$ cat src/rtl/fft_pkg.sv
// Shared constants and lane helpers for the 16-point radix-4 FFT path.
// Used by the frame loader and the butterfly stage alike.
package fft_pkg;

   localparam int FFT_N     = 16;
   localparam int FFT_RADIX = 4;
   localparam int FFT_LANES = FFT_N / FFT_RADIX;
   localparam int FFT_IDX_W = $clog2(FFT_N);

   function automatic int lane_lsb(input int width, input int lane);
      return width * lane;
   endfunction

endpackage

$ cat src/rtl/fft16_frame_bank.sv
// One 16-entry complex register bank with a single write port and a
// read port packed as four radix-4 groups of four lanes each.
module fft16_frame_bank
   import fft_pkg::*;
#(
   parameter int DATA_WIDTH = 32
) (
   input  logic                  sys_clk_i,
   input  logic                  sys_rst_n_i,
   input  logic                  wr_en,
   input  logic [FFT_IDX_W-1:0]  wr_idx,
   input  logic [DATA_WIDTH-1:0] wr_real,
   input  logic [DATA_WIDTH-1:0] wr_imag,
   output logic [FFT_LANES-1:0][FFT_RADIX*DATA_WIDTH-1:0] rd_real,
   output logic [FFT_LANES-1:0][FFT_RADIX*DATA_WIDTH-1:0] rd_imag
);

   logic [DATA_WIDTH-1:0] re_q [FFT_N];
   logic [DATA_WIDTH-1:0] im_q [FFT_N];

   always_ff @(posedge sys_clk_i or negedge sys_rst_n_i) begin
      if (!sys_rst_n_i) begin
         for (int i = 0; i < FFT_N; i++) begin
            re_q[i] <= '0;
            im_q[i] <= '0;
         end
      end else if (wr_en) begin
         re_q[wr_idx] <= wr_real;
         im_q[wr_idx] <= wr_imag;
      end
   end

   // Group g carries x[4g .. 4g+3]; lane l of a group is x[4g+l].
   for (genvar g = 0; g < FFT_LANES; g++) begin : g_grp
      for (genvar l = 0; l < FFT_RADIX; l++) begin : g_lane
         localparam int LSB = lane_lsb(DATA_WIDTH, l);
         assign rd_real[g][LSB +: DATA_WIDTH] = re_q[g*FFT_RADIX+l];
         assign rd_imag[g][LSB +: DATA_WIDTH] = im_q[g*FFT_RADIX+l];
      end
   end

endmodule

$ cat src/rtl/fft16_r4_frame_loader.sv
// Serial-to-parallel ping-pong frame loader feeding the radix-4
// butterfly: 16 streamed complex samples become one packed beat.
module fft16_r4_frame_loader
   import fft_pkg::*;
#(
   parameter int DATA_WIDTH = 32
) (
   input  logic                    sys_clk_i,
   input  logic                    sys_rst_n_i,
   input  logic                    s_valid_i,
   output logic                    s_ready_o,
   input  logic [DATA_WIDTH-1:0]   s_real_i,
   input  logic [DATA_WIDTH-1:0]   s_imag_i,
   input  logic                    s_last_i,
   output logic                    m_valid_o,
   input  logic                    m_ready_i,
   output logic [DATA_WIDTH*4-1:0] xn1_real_o,
   output logic [DATA_WIDTH*4-1:0] xn1_imag_o,
   output logic [DATA_WIDTH*4-1:0] xn2_real_o,
   output logic [DATA_WIDTH*4-1:0] xn2_imag_o,
   output logic [DATA_WIDTH*4-1:0] xn3_real_o,
   output logic [DATA_WIDTH*4-1:0] xn3_imag_o,
   output logic [DATA_WIDTH*4-1:0] xn4_real_o,
   output logic [DATA_WIDTH*4-1:0] xn4_imag_o,
   output logic                    frame_err_o
);

   localparam logic [FFT_IDX_W-1:0] LAST_IDX = FFT_IDX_W'(FFT_N - 1);

   typedef logic [FFT_LANES-1:0][FFT_RADIX*DATA_WIDTH-1:0] grp_t;

   logic [1:0]           full_q, full_d;
   logic                 wr_bank_q, wr_bank_d;
   logic                 rd_bank_q, rd_bank_d;
   logic [FFT_IDX_W-1:0] wr_idx_q, wr_idx_d;
   logic                 err_q, err_d;

   logic accept;
   logic consume;
   logic idx_end;
   logic early_last;

   logic [1:0] bank_we;
   grp_t       bank_re [2];
   grp_t       bank_im [2];
   grp_t       sel_re;
   grp_t       sel_im;

   assign s_ready_o  = !full_q[wr_bank_q];
   assign m_valid_o  = full_q[rd_bank_q];
   assign accept     = s_valid_i && s_ready_o;
   assign consume    = m_valid_o && m_ready_i;
   assign idx_end    = (wr_idx_q == LAST_IDX);
   assign early_last = s_last_i && !idx_end;

   assign bank_we[0] = accept && !wr_bank_q;
   assign bank_we[1] = accept && wr_bank_q;

   for (genvar b = 0; b < 2; b++) begin : g_bank
      fft16_frame_bank #(
         .DATA_WIDTH (DATA_WIDTH)
      ) u_bank (
         .sys_clk_i   (sys_clk_i),
         .sys_rst_n_i (sys_rst_n_i),
         .wr_en       (bank_we[b]),
         .wr_idx      (wr_idx_q),
         .wr_real     (s_real_i),
         .wr_imag     (s_imag_i),
         .rd_real     (bank_re[b]),
         .rd_imag     (bank_im[b])
      );
   end

   always_ff @(posedge sys_clk_i or negedge sys_rst_n_i) begin
      if (!sys_rst_n_i) begin
         full_q    <= '0;
         wr_bank_q <= 1'b0;
         rd_bank_q <= 1'b0;
         wr_idx_q  <= '0;
         err_q     <= 1'b0;
      end else begin
         full_q    <= full_d;
         wr_bank_q <= wr_bank_d;
         rd_bank_q <= rd_bank_d;
         wr_idx_q  <= wr_idx_d;
         err_q     <= err_d;
      end
   end

   // Completion and consumption always hit different banks, so both
   // updates to full_d can land in the same cycle.
   always_comb begin
      full_d    = full_q;
      wr_bank_d = wr_bank_q;
      rd_bank_d = rd_bank_q;
      wr_idx_d  = wr_idx_q;
      err_d     = 1'b0;
      if (consume) begin
         full_d[rd_bank_q] = 1'b0;
         rd_bank_d         = !rd_bank_q;
      end
      if (accept) begin
         unique case (1'b1)
            idx_end: begin
               full_d[wr_bank_q] = 1'b1;
               wr_bank_d         = !wr_bank_q;
               wr_idx_d          = '0;
               err_d             = !s_last_i;
            end
            early_last: begin
               wr_idx_d = '0;
               err_d    = 1'b1;
            end
            default: begin
               wr_idx_d = wr_idx_q + 1'b1;
            end
         endcase
      end
   end

   assign sel_re = bank_re[rd_bank_q];
   assign sel_im = bank_im[rd_bank_q];

   assign xn1_real_o  = sel_re[0];
   assign xn2_real_o  = sel_re[1];
   assign xn3_real_o  = sel_re[2];
   assign xn4_real_o  = sel_re[3];
   assign xn1_imag_o  = sel_im[0];
   assign xn2_imag_o  = sel_im[1];
   assign xn3_imag_o  = sel_im[2];
   assign xn4_imag_o  = sel_im[3];
   assign frame_err_o = err_q;

endmodule

$ cat config.mk
export PLATFORM = sky130hd
export DESIGN_NAME = fft16_r4_frame_loader
export DESIGN_NICKNAME = d
export VERILOG_FILES = /design/src/rtl/fft_pkg.sv /design/src/rtl/fft16_frame_bank.sv /design/src/rtl/fft16_r4_frame_loader.sv
export SDC_FILE = /design/constraint.sdc
export NUM_CORES = 2
export LEC_CHECK = 0
export CAP_MARGIN = 40
export CORE_ASPECT_RATIO = 0.8
export CORE_MARGIN = 10
export CORE_UTILIZATION = 30
export CTS_CLUSTER_SIZE = 24
export DETAILED_ROUTE_END_ITERATION = 7
export SYNTH_ARGS = -nofsm -noshare
export SYNTH_HDL_FRONTEND = slang
export SYNTH_SLANG_ARGS = --single-unit
$ cat constraint.sdc
create_clock -name sys_clk_i -period 2.42 [get_ports sys_clk_i]
set_clock_uncertainty 0.2 [all_clocks]
set_input_delay 0.605 -clock sys_clk_i [delete_from_list [all_inputs] [get_ports sys_clk_i]]
set_output_delay 0.605 -clock sys_clk_i [all_outputs]
set_load 0.03 [all_outputs]
## After elaboration in Yosys (flattened, before gate mapping)

Cells that the tools add are included.

- Register bits: 2057
- Output and inout bits: 1027

- Add/sub/neg operators: 1
- $lt $le $gt $ge: 7
- Eq/ne operators: 1
- Muxes and demuxes: 26
- Bitwise gates (word level): 5
- Reduce and logical (&&, ||, !) cells: 15

Operators with widths:

| cell | number |
|---|---|
| 2-to-1 mux 512 bit | 6 |
| bitwise mux 512 bit | 4 |
| demux 32 bit (select 4 bit) | 1 |
| 2-to-1 mux 32 bit | 1 |
| logical AND 1 bit | 8 |
| 2-to-1 mux 1 bit | 7 |
| 2-to-1 mux 2 bit | 3 |
| >= comparator 5 bit, second input constant | 1 |
| logical NOT 1 bit | 5 |
| less-than comparator 5 x 1 -> 1 bit, second input constant | 1 |
| NOT 4 -> 5 bit | 1 |
| adder 4 x 1 -> 4 bit, second input constant | 1 |
| == test 4 bit, second input constant | 1 |
| less-than comparator 1 x 2 -> 1 bit, second input constant | 2 |
| 2-to-1 mux 4 bit | 1 |
| bitwise AND 2 bit | 1 |
| demux 1 bit (select 1 bit) | 2 |
| >= comparator 1 bit, second input constant | 2 |
| >= comparator 2 bit, second input constant | 1 |
| NOT 1 -> 2 bit | 1 |
| NOT 2 bit | 1 |
| bitwise OR 2 bit | 1 |
| case mux 1 bit (2 select lines) | 1 |
| AND reduction 2 bit | 1 |
| OR reduction 2 bit | 1 |

## Depth between registers and ports, before layout

- Depth after elaboration: 10
- Mapped depth: 8
- Gate-level depth less buffers: 6

## Hierarchy

Synthesis repeated with hierarchy kept, for this count alone.

- Cell total of the unflattened synthesis: 5655
- Area, all modules: 90619.4 um2

Modules (own cells, without submodules):

| module | instances | cells an instance | area each (um2) | seq. area each (um2) |
|---|---|---|---|---|
| fft16_frame_bank | 2 | 2238 | 38717.1 | 25624.6 |
| fft16_r4_frame_loader | 1 | 1179 | 13185.1 | 225.2 |

## Worst setup path after synthesis

Ideal clock, no wire load.

- Kind: reg-to-output
- From: register rd_bank_q
- To: output port xn1_imag_o[0]
- Arrival: 1500 ps
- Setup slack: 115 ps
- Stages on the path, launching flop included: 5
- Cell sequence: dfrtp_1 clkbuf_1 clkbuf_1 buf_2 mux2_2

- Cells in the longest elaborated chain, start to end: 4

RTL lines:

| item | RTL line | RTL |
|---|---|---|
| from (decl) | fft16_r4_frame_loader.sv:34 | `logic rd_bank_q, rd_bank_d;` |
| from (signal assigned) | fft16_r4_frame_loader.sv:84 | `rd_bank_q <= rd_bank_d;` |
| NOT 1 -> 2 bit (not written as such) | fft16_r4_frame_loader.sv:122 | `assign sel_im = bank_im[rd_bank_q];` |
| 2-to-1 mux 512 bit (not written as such) (3 in series) | fft16_r4_frame_loader.sv:122 |  |
| to (decl) | fft16_r4_frame_loader.sv:18 | `output logic [DATA_WIDTH*4-1:0] xn1_imag_o,` |

No other way between the ends. The select of a mux whose other input is x is not followed.

## Final worst setup path

- From: register rd_bank_q
- To: output port xn2_real_o[93]

- Cells in the longest elaborated chain, start to end: 4

RTL lines:

| item | RTL line | RTL |
|---|---|---|
| NOT 1 -> 2 bit (not written as such) | fft16_r4_frame_loader.sv:121 | `assign sel_re = bank_re[rd_bank_q];` |
| 2-to-1 mux 512 bit (not written as such) (3 in series) | fft16_r4_frame_loader.sv:121 |  |
| to (decl) | fft16_r4_frame_loader.sv:19 | `output logic [DATA_WIDTH*4-1:0] xn2_real_o,` |

No other way between the ends. The select of a mux whose other input is x is not followed.

==> metrics.txt <==
# TYPE chip_impl_metric gauge
chip_impl_info{name="run_status",value="finished, violations left"} 1
chip_impl_info{name="violations",value="negative setup slack"} 1
chip_impl_metric{name="layout.filler_cells",unit=""} 27500
chip_impl_info{name="synth_ff_type",value="sky130_fd_sc_hd__dfrtp_1"} 1
chip_impl_info{name="layout_common_cells",value="sky130_fd_sc_hd__mux2_2, sky130_fd_sc_hd__dfrtp_1, sky130_fd_sc_hd__buf_4, sky130_fd_sc_hd__clkbuf_16, sky130_fd_sc_hd__buf_12"} 1
chip_impl_metric{name="arrival_time_at_the_worst_endpoint",unit="ps"} 2780
chip_impl_metric{name="largest_net_degree_at_the_start_of_global_routing",unit=""} 129
chip_impl_metric{name="tightest_slew",unit="ps"} 893
chip_impl_metric{name="max_cap_viol_count",unit=""} 0
chip_impl_metric{name="place_area",unit="um^2"} 107000
chip_impl_metric{name="vdd_ir_drop_max",unit="V"} 0.000879
chip_impl_metric{name="antenna_found_initial",unit=""} 10
chip_impl_metric{name="postSynthRegisterBits",unit=""} 2057
chip_impl_metric{name="grtUsageMet1",unit="%"} 24.4
chip_impl_metric{name="syn_avg_cell_area",unit="um^2"} 15.6
chip_impl_metric{name="switchingPower",unit="uW"} 30300
chip_impl_metric{name="floorplan.initialDensity",unit="%"} 30.1
chip_impl_metric{name="grt.met3_usage",unit="%"} 3.25
chip_impl_metric{name="layout.nets",unit=""} 7176
chip_impl_metric{name="syn_nets",unit=""} 5800
chip_impl_metric{name="synth-async-reset-ratio",unit="%"} 100
chip_impl_metric{name="overall_power",unit="uW"} 97400
chip_impl_info{name="crit-reg2reg-capture",value="g_bank[1].u_bank.rd_imag[352]$_DFFE_PN0P_"} 1
chip_impl_metric{name="final-hold-violation-count",unit=""} 0
chip_impl_metric{name="power.share.combinational",unit="%"} 24.5
chip_impl_metric{name="synth_cell_area",unit="um^2"} 89500
chip_impl_metric{name="track_usage",unit="%"} 19.2
chip_impl_info{name="hold_path_end",value="g_bank[0].u_bank.rd_real[0]$_DFFE_PN0P_"} 1
chip_impl_metric{name="ant_nets",unit=""} 0
chip_impl_metric{name="powerDensity",unit="nW/um^2"} 837
chip_impl_metric{name="finish.instance_area",unit="um^2"} 116000
chip_impl_metric{name="post_layout_nonfiller_instances",unit=""} 11300
chip_impl_metric{name="drt_iter0_drc",unit=""} 3069
chip_impl_metric{name="chipWidth",unit="um"} 631
chip_impl_metric{name="placed_cells_incl_taps",unit=""} 10800
chip_impl_metric{name="hold_depth",unit=""} 3
chip_impl_metric{name="final_core_util",unit="%"} 39.2
chip_impl_info{name="rsz0062_at_grt",value="yes"} 1
chip_impl_metric{name="detail_route.wirelength",unit="um"} 322000
chip_impl_metric{name="placement.setup.worst_slack",unit="ps"} -807
chip_impl_metric{name="grt_first_pass_wirelength",unit="um"} 452000
chip_impl_metric{name="p_leak",unit="uW"} 0.0584
chip_impl_metric{name="floorplan.die_area",unit="um^2"} 321000
chip_impl_metric{name="seq_area_frac_synth",unit="%"} 57.5
chip_impl_metric{name="pwr-share-clk",unit="%"} 35.4
chip_impl_metric{name="period_share",unit="%"} 148
chip_impl_info{name="min_from",value="s_real_i[0]"} 1
chip_impl_metric{name="routed_wire_length_per_instance",unit="um"} 28.5
chip_impl_metric{name="first_global_vias",unit=""} 58600
chip_impl_info{name="clock_tree_from_tritoncts",value="built"} 1
chip_impl_metric{name="synth_enable_flop_cells",unit=""} 0
chip_impl_metric{name="required_time_worst_endpoint",unit="ps"} 1620
chip_impl_metric{name="timing.reg2reg.worst_path_depth",unit=""} 5
chip_impl_metric{name="timing.final.ws_setup",unit="ps"} -1160
chip_impl_metric{name="synth-warning-count",unit=""} 0
chip_impl_metric{name="switching_share",unit="%"} 31.1
chip_impl_metric{name="drc_errors",unit=""} 0
chip_impl_info{name="worst_setup_path_start_kind",value="flip-flop"} 1
chip_impl_metric{name="relSlewSlack",unit="%"} 40.3
chip_impl_metric{name="achievable-frequency",unit="MHz"} 279
chip_impl_metric{name="seqPwrFrac",unit="%"} 40.1
chip_impl_metric{name="setup_violations",unit=""} 1148
chip_impl_metric{name="place_congestion",unit=""} 0.810
chip_impl_info{name="cts_root_buf",value="sky130_fd_sc_hd__clkbuf_16"} 1
chip_impl_metric{name="flow.area_growth_from_synthesis",unit="%"} 30.1
chip_impl_metric{name="clkSlewWorstSetupHoldPaths",unit="ps"} 60
chip_impl_metric{name="post_route_cells_drive_above_1_share",unit="%"} 66.9
chip_impl_metric{name="final_min_period",unit="ps"} 3580
chip_impl_info{name="min_path_type",value="input pin to flip-flop"} 1
chip_impl_metric{name="num_io_pins",unit=""} 1096
chip_impl_metric{name="floorplan.die.height",unit="um"} 508
chip_impl_metric{name="total_number_of_clock_tree_sinks",unit=""} 2057
chip_impl_metric{name="regToRegSetupSlack",unit="ps"} -70
chip_impl_info{name="timing.critical_path.to_type",value="primary output"} 1
chip_impl_metric{name="internal-power",unit="uW"} 67100
chip_impl_metric{name="synth.lib_cells_used.distinct",unit=""} 38
chip_impl_metric{name="h_tree_level_count",unit=""} 4
chip_impl_metric{name="cells_after_synthesis",unit=""} 5726
chip_impl_metric{name="detail_route.first_pass.iterations",unit=""} 4
chip_impl_metric{name="critPathMaxFanout",unit=""} 9
chip_impl_metric{name="globalRoute.totalOverflow",unit=""} 0
chip_impl_metric{name="route.vias.total",unit=""} 54500
chip_impl_metric{name="clk_latency",unit="ps"} 880
chip_impl_info{name="path_class",value="flip-flop to primary output"} 1
chip_impl_metric{name="io_buffer_count",unit=""} 1095
chip_impl_info{name="top_usage_layer",value="met2"} 1
chip_impl_metric{name="vias_per_cell",unit=""} 4.84
chip_impl_info{name="layout.cells.most_common",value="sky130_fd_sc_hd__mux2_2"} 1
chip_impl_info{name="worstReg2RegStart",value="wr_idx_q[0]$_DFFE_PN0P_"} 1
chip_impl_metric{name="cts_buffers",unit=""} 221
chip_impl_metric{name="slew_viols_final",unit=""} 0
chip_impl_metric{name="design.core.area",unit="um^2"} 297000
chip_impl_metric{name="detailedPlacementHpwl",unit="um"} 226000
chip_impl_metric{name="gr-usage-met2",unit="%"} 32.3
chip_impl_metric{name="std_cell_rows",unit=""} 179
chip_impl_metric{name="clock_tree.buffer_depth",unit=""} 4
[cell usage after synthesis, types with 2 or more instances]
master | n | area [um^2]
sky130_fd_sc_hd__nor2_2 | 2 | 12.5
sky130_fd_sc_hd__buf_2 | 211 | 1060
sky130_fd_sc_hd__nor2_4 | 6 | 67.6
sky130_fd_sc_hd__buf_4 | 23 | 173
sky130_fd_sc_hd__mux2i_1 | 2 | 20.0
sky130_fd_sc_hd__dfrtp_1 | 2057 | 51500
sky130_fd_sc_hd__and4bb_2 | 2 | 25.0
sky130_fd_sc_hd__clkbuf_8 | 9 | 124
sky130_fd_sc_hd__nand3_1 | 4 | 20.0
sky130_fd_sc_hd__and2b_1 | 2 | 15.0
sky130_fd_sc_hd__mux2_1 | 31 | 349
sky130_fd_sc_hd__nand4b_4 | 3 | 71.3
sky130_fd_sc_hd__and3_1 | 3 | 18.8
sky130_fd_sc_hd__o21ai_0 | 2 | 10.0
sky130_fd_sc_hd__clkbuf_1 | 217 | 815
sky130_fd_sc_hd__nor2_1 | 3 | 11.3
sky130_fd_sc_hd__nand2b_1 | 9 | 56.3
sky130_fd_sc_hd__nand2_2 | 7 | 43.8
sky130_fd_sc_hd__mux2_2 | 3042 | 34300
sky130_fd_sc_hd__inv_1 | 4 | 15.0
sky130_fd_sc_hd__nand2_1 | 9 | 33.8
sky130_fd_sc_hd__o211ai_1 | 2 | 15.0
sky130_fd_sc_hd__buf_6 | 52 | 586
sky130_fd_sc_hd__nor2b_1 | 4 | 25.0
sky130_fd_sc_hd__ha_1 | 5 | 62.6
sky130_fd_sc_hd__o2bb2ai_1 | 2 | 17.5
sky130_fd_sc_hd__a21o_1 | 2 | 15.0
[logic make-up (layout without fill, tap and decap cells)]
logic type,Yosys count,after routing,share of synthesized area [%]
mux,3075,3075,38.7
flops,2057,2057,57.5
buf+inv,517,2062,3.10
simple gates,62,62,0.526
compound gates,10,10,0.0769
fa+ha+maj,5,5,0.0699
other cells,0,11,0
[flip-flops by register name, summed over array words and instances (netlist names)]
signal / count
wr_idx_q: 4
g_bank.u_bank.rd_imag: 1024
frame_err_o: 1
full_q: 2
g_bank.u_bank.rd_real: 1024
rd_bank_q: 1
wr_bank_q: 1
[layer usage]
layer / up-vias / routed length, um
li1: 23200 / -
met1: 29600 / 137000
met2: 1208 / 155000
met3: 452 / 13500
met4: 0 / 15800
met5: - / 0
[timing repair]
item	4_1_cts	5_1_grt
gates resized for setup	387	272
buffers inserted	16	23
endpoints found under the setup margin	1181	1584
hold buffers	2	0
endpoints found under the hold margin	876	0
gates cloned	9	22
[worst max path at each step]
| stage | slack, ps | cells after the start | to | from |
|---|---|---|---|---|
| 3_5_place_dp | -810 | 7 | g_bank[1].u_bank.rd_real[163]$_DFFE_PN0P_ | s_valid_i |
| 2_1_floorplan | 110 | 4 | xn1_imag_o[0] | rd_bank_q$_DFFE_PN0N_ |
| 3_3_place_gp | -800 | 7 | g_bank[1].u_bank.rd_imag[39]$_DFFE_PN0P_ | s_valid_i |
| 5_1_grt | -1260 | 7 | xn3_real_o[88] | rd_bank_q$_DFFE_PN0N_ |
| 6_report | -1160 | 8 | xn2_real_o[93] | rd_bank_q$_DFFE_PN0N_ |
| 4_1_cts | -1250 | 7 | xn4_real_o[53] | rd_bank_q$_DFFE_PN0N_ |
[cell type report]
type / instances / area [um^2] / share of cell area (%)
inverter: 4 / 15.0 / 0.0129
antenna: 11 / 27.5 / 0.0236
clock inverter: 66 / 826 / 0.709
tap: 3982 / 4980 / 4.28
multi-input combinational: 3152 / 35500 / 30.5
timing repair buffer: 1666 / 17000 / 14.6
sequential: 2057 / 51500 / 44.2
clock buffer: 326 / 6530 / 5.61
[power by group through the flow]
| stage | clock network (uW) | registers [uW] | logic [uW] |
|---|---|---|---|
| 2_1_floorplan | 0 | 39200 | 13500 |
| 3_3_place_gp | 0 | 39500 | 24000 |
| 3_5_place_dp | 0 | 39700 | 24100 |
| 4_1_cts | 35300 | 39100 | 23900 |
| 5_1_grt | 36600 | 39500 | 24800 |
| 6_report | 34400 | 39100 | 23900 |
[worst max-delay path: stages, from the launching register on]
cell	delay (ps)
sky130_fd_sc_hd__dfrtp_4	500
sky130_fd_sc_hd__buf_12	150
sky130_fd_sc_hd__buf_16	150
sky130_fd_sc_hd__buf_16	140
sky130_fd_sc_hd__buf_16	160
sky130_fd_sc_hd__buf_12	140
sky130_fd_sc_hd__buf_16	140
sky130_fd_sc_hd__mux2_2	310
sky130_fd_sc_hd__buf_6	160
[stage by stage]
stage | TNS, ps | hold slack (ps)
global placement | -1630610 | 262
CTS | -1145120 | 8.37
detailed placement | -1656890 | 273
global route | -1157610 | 37.8
finish | -1037170 | 72.8
floorplan | 0 | 109
Power figures use the tool's default switching activity.
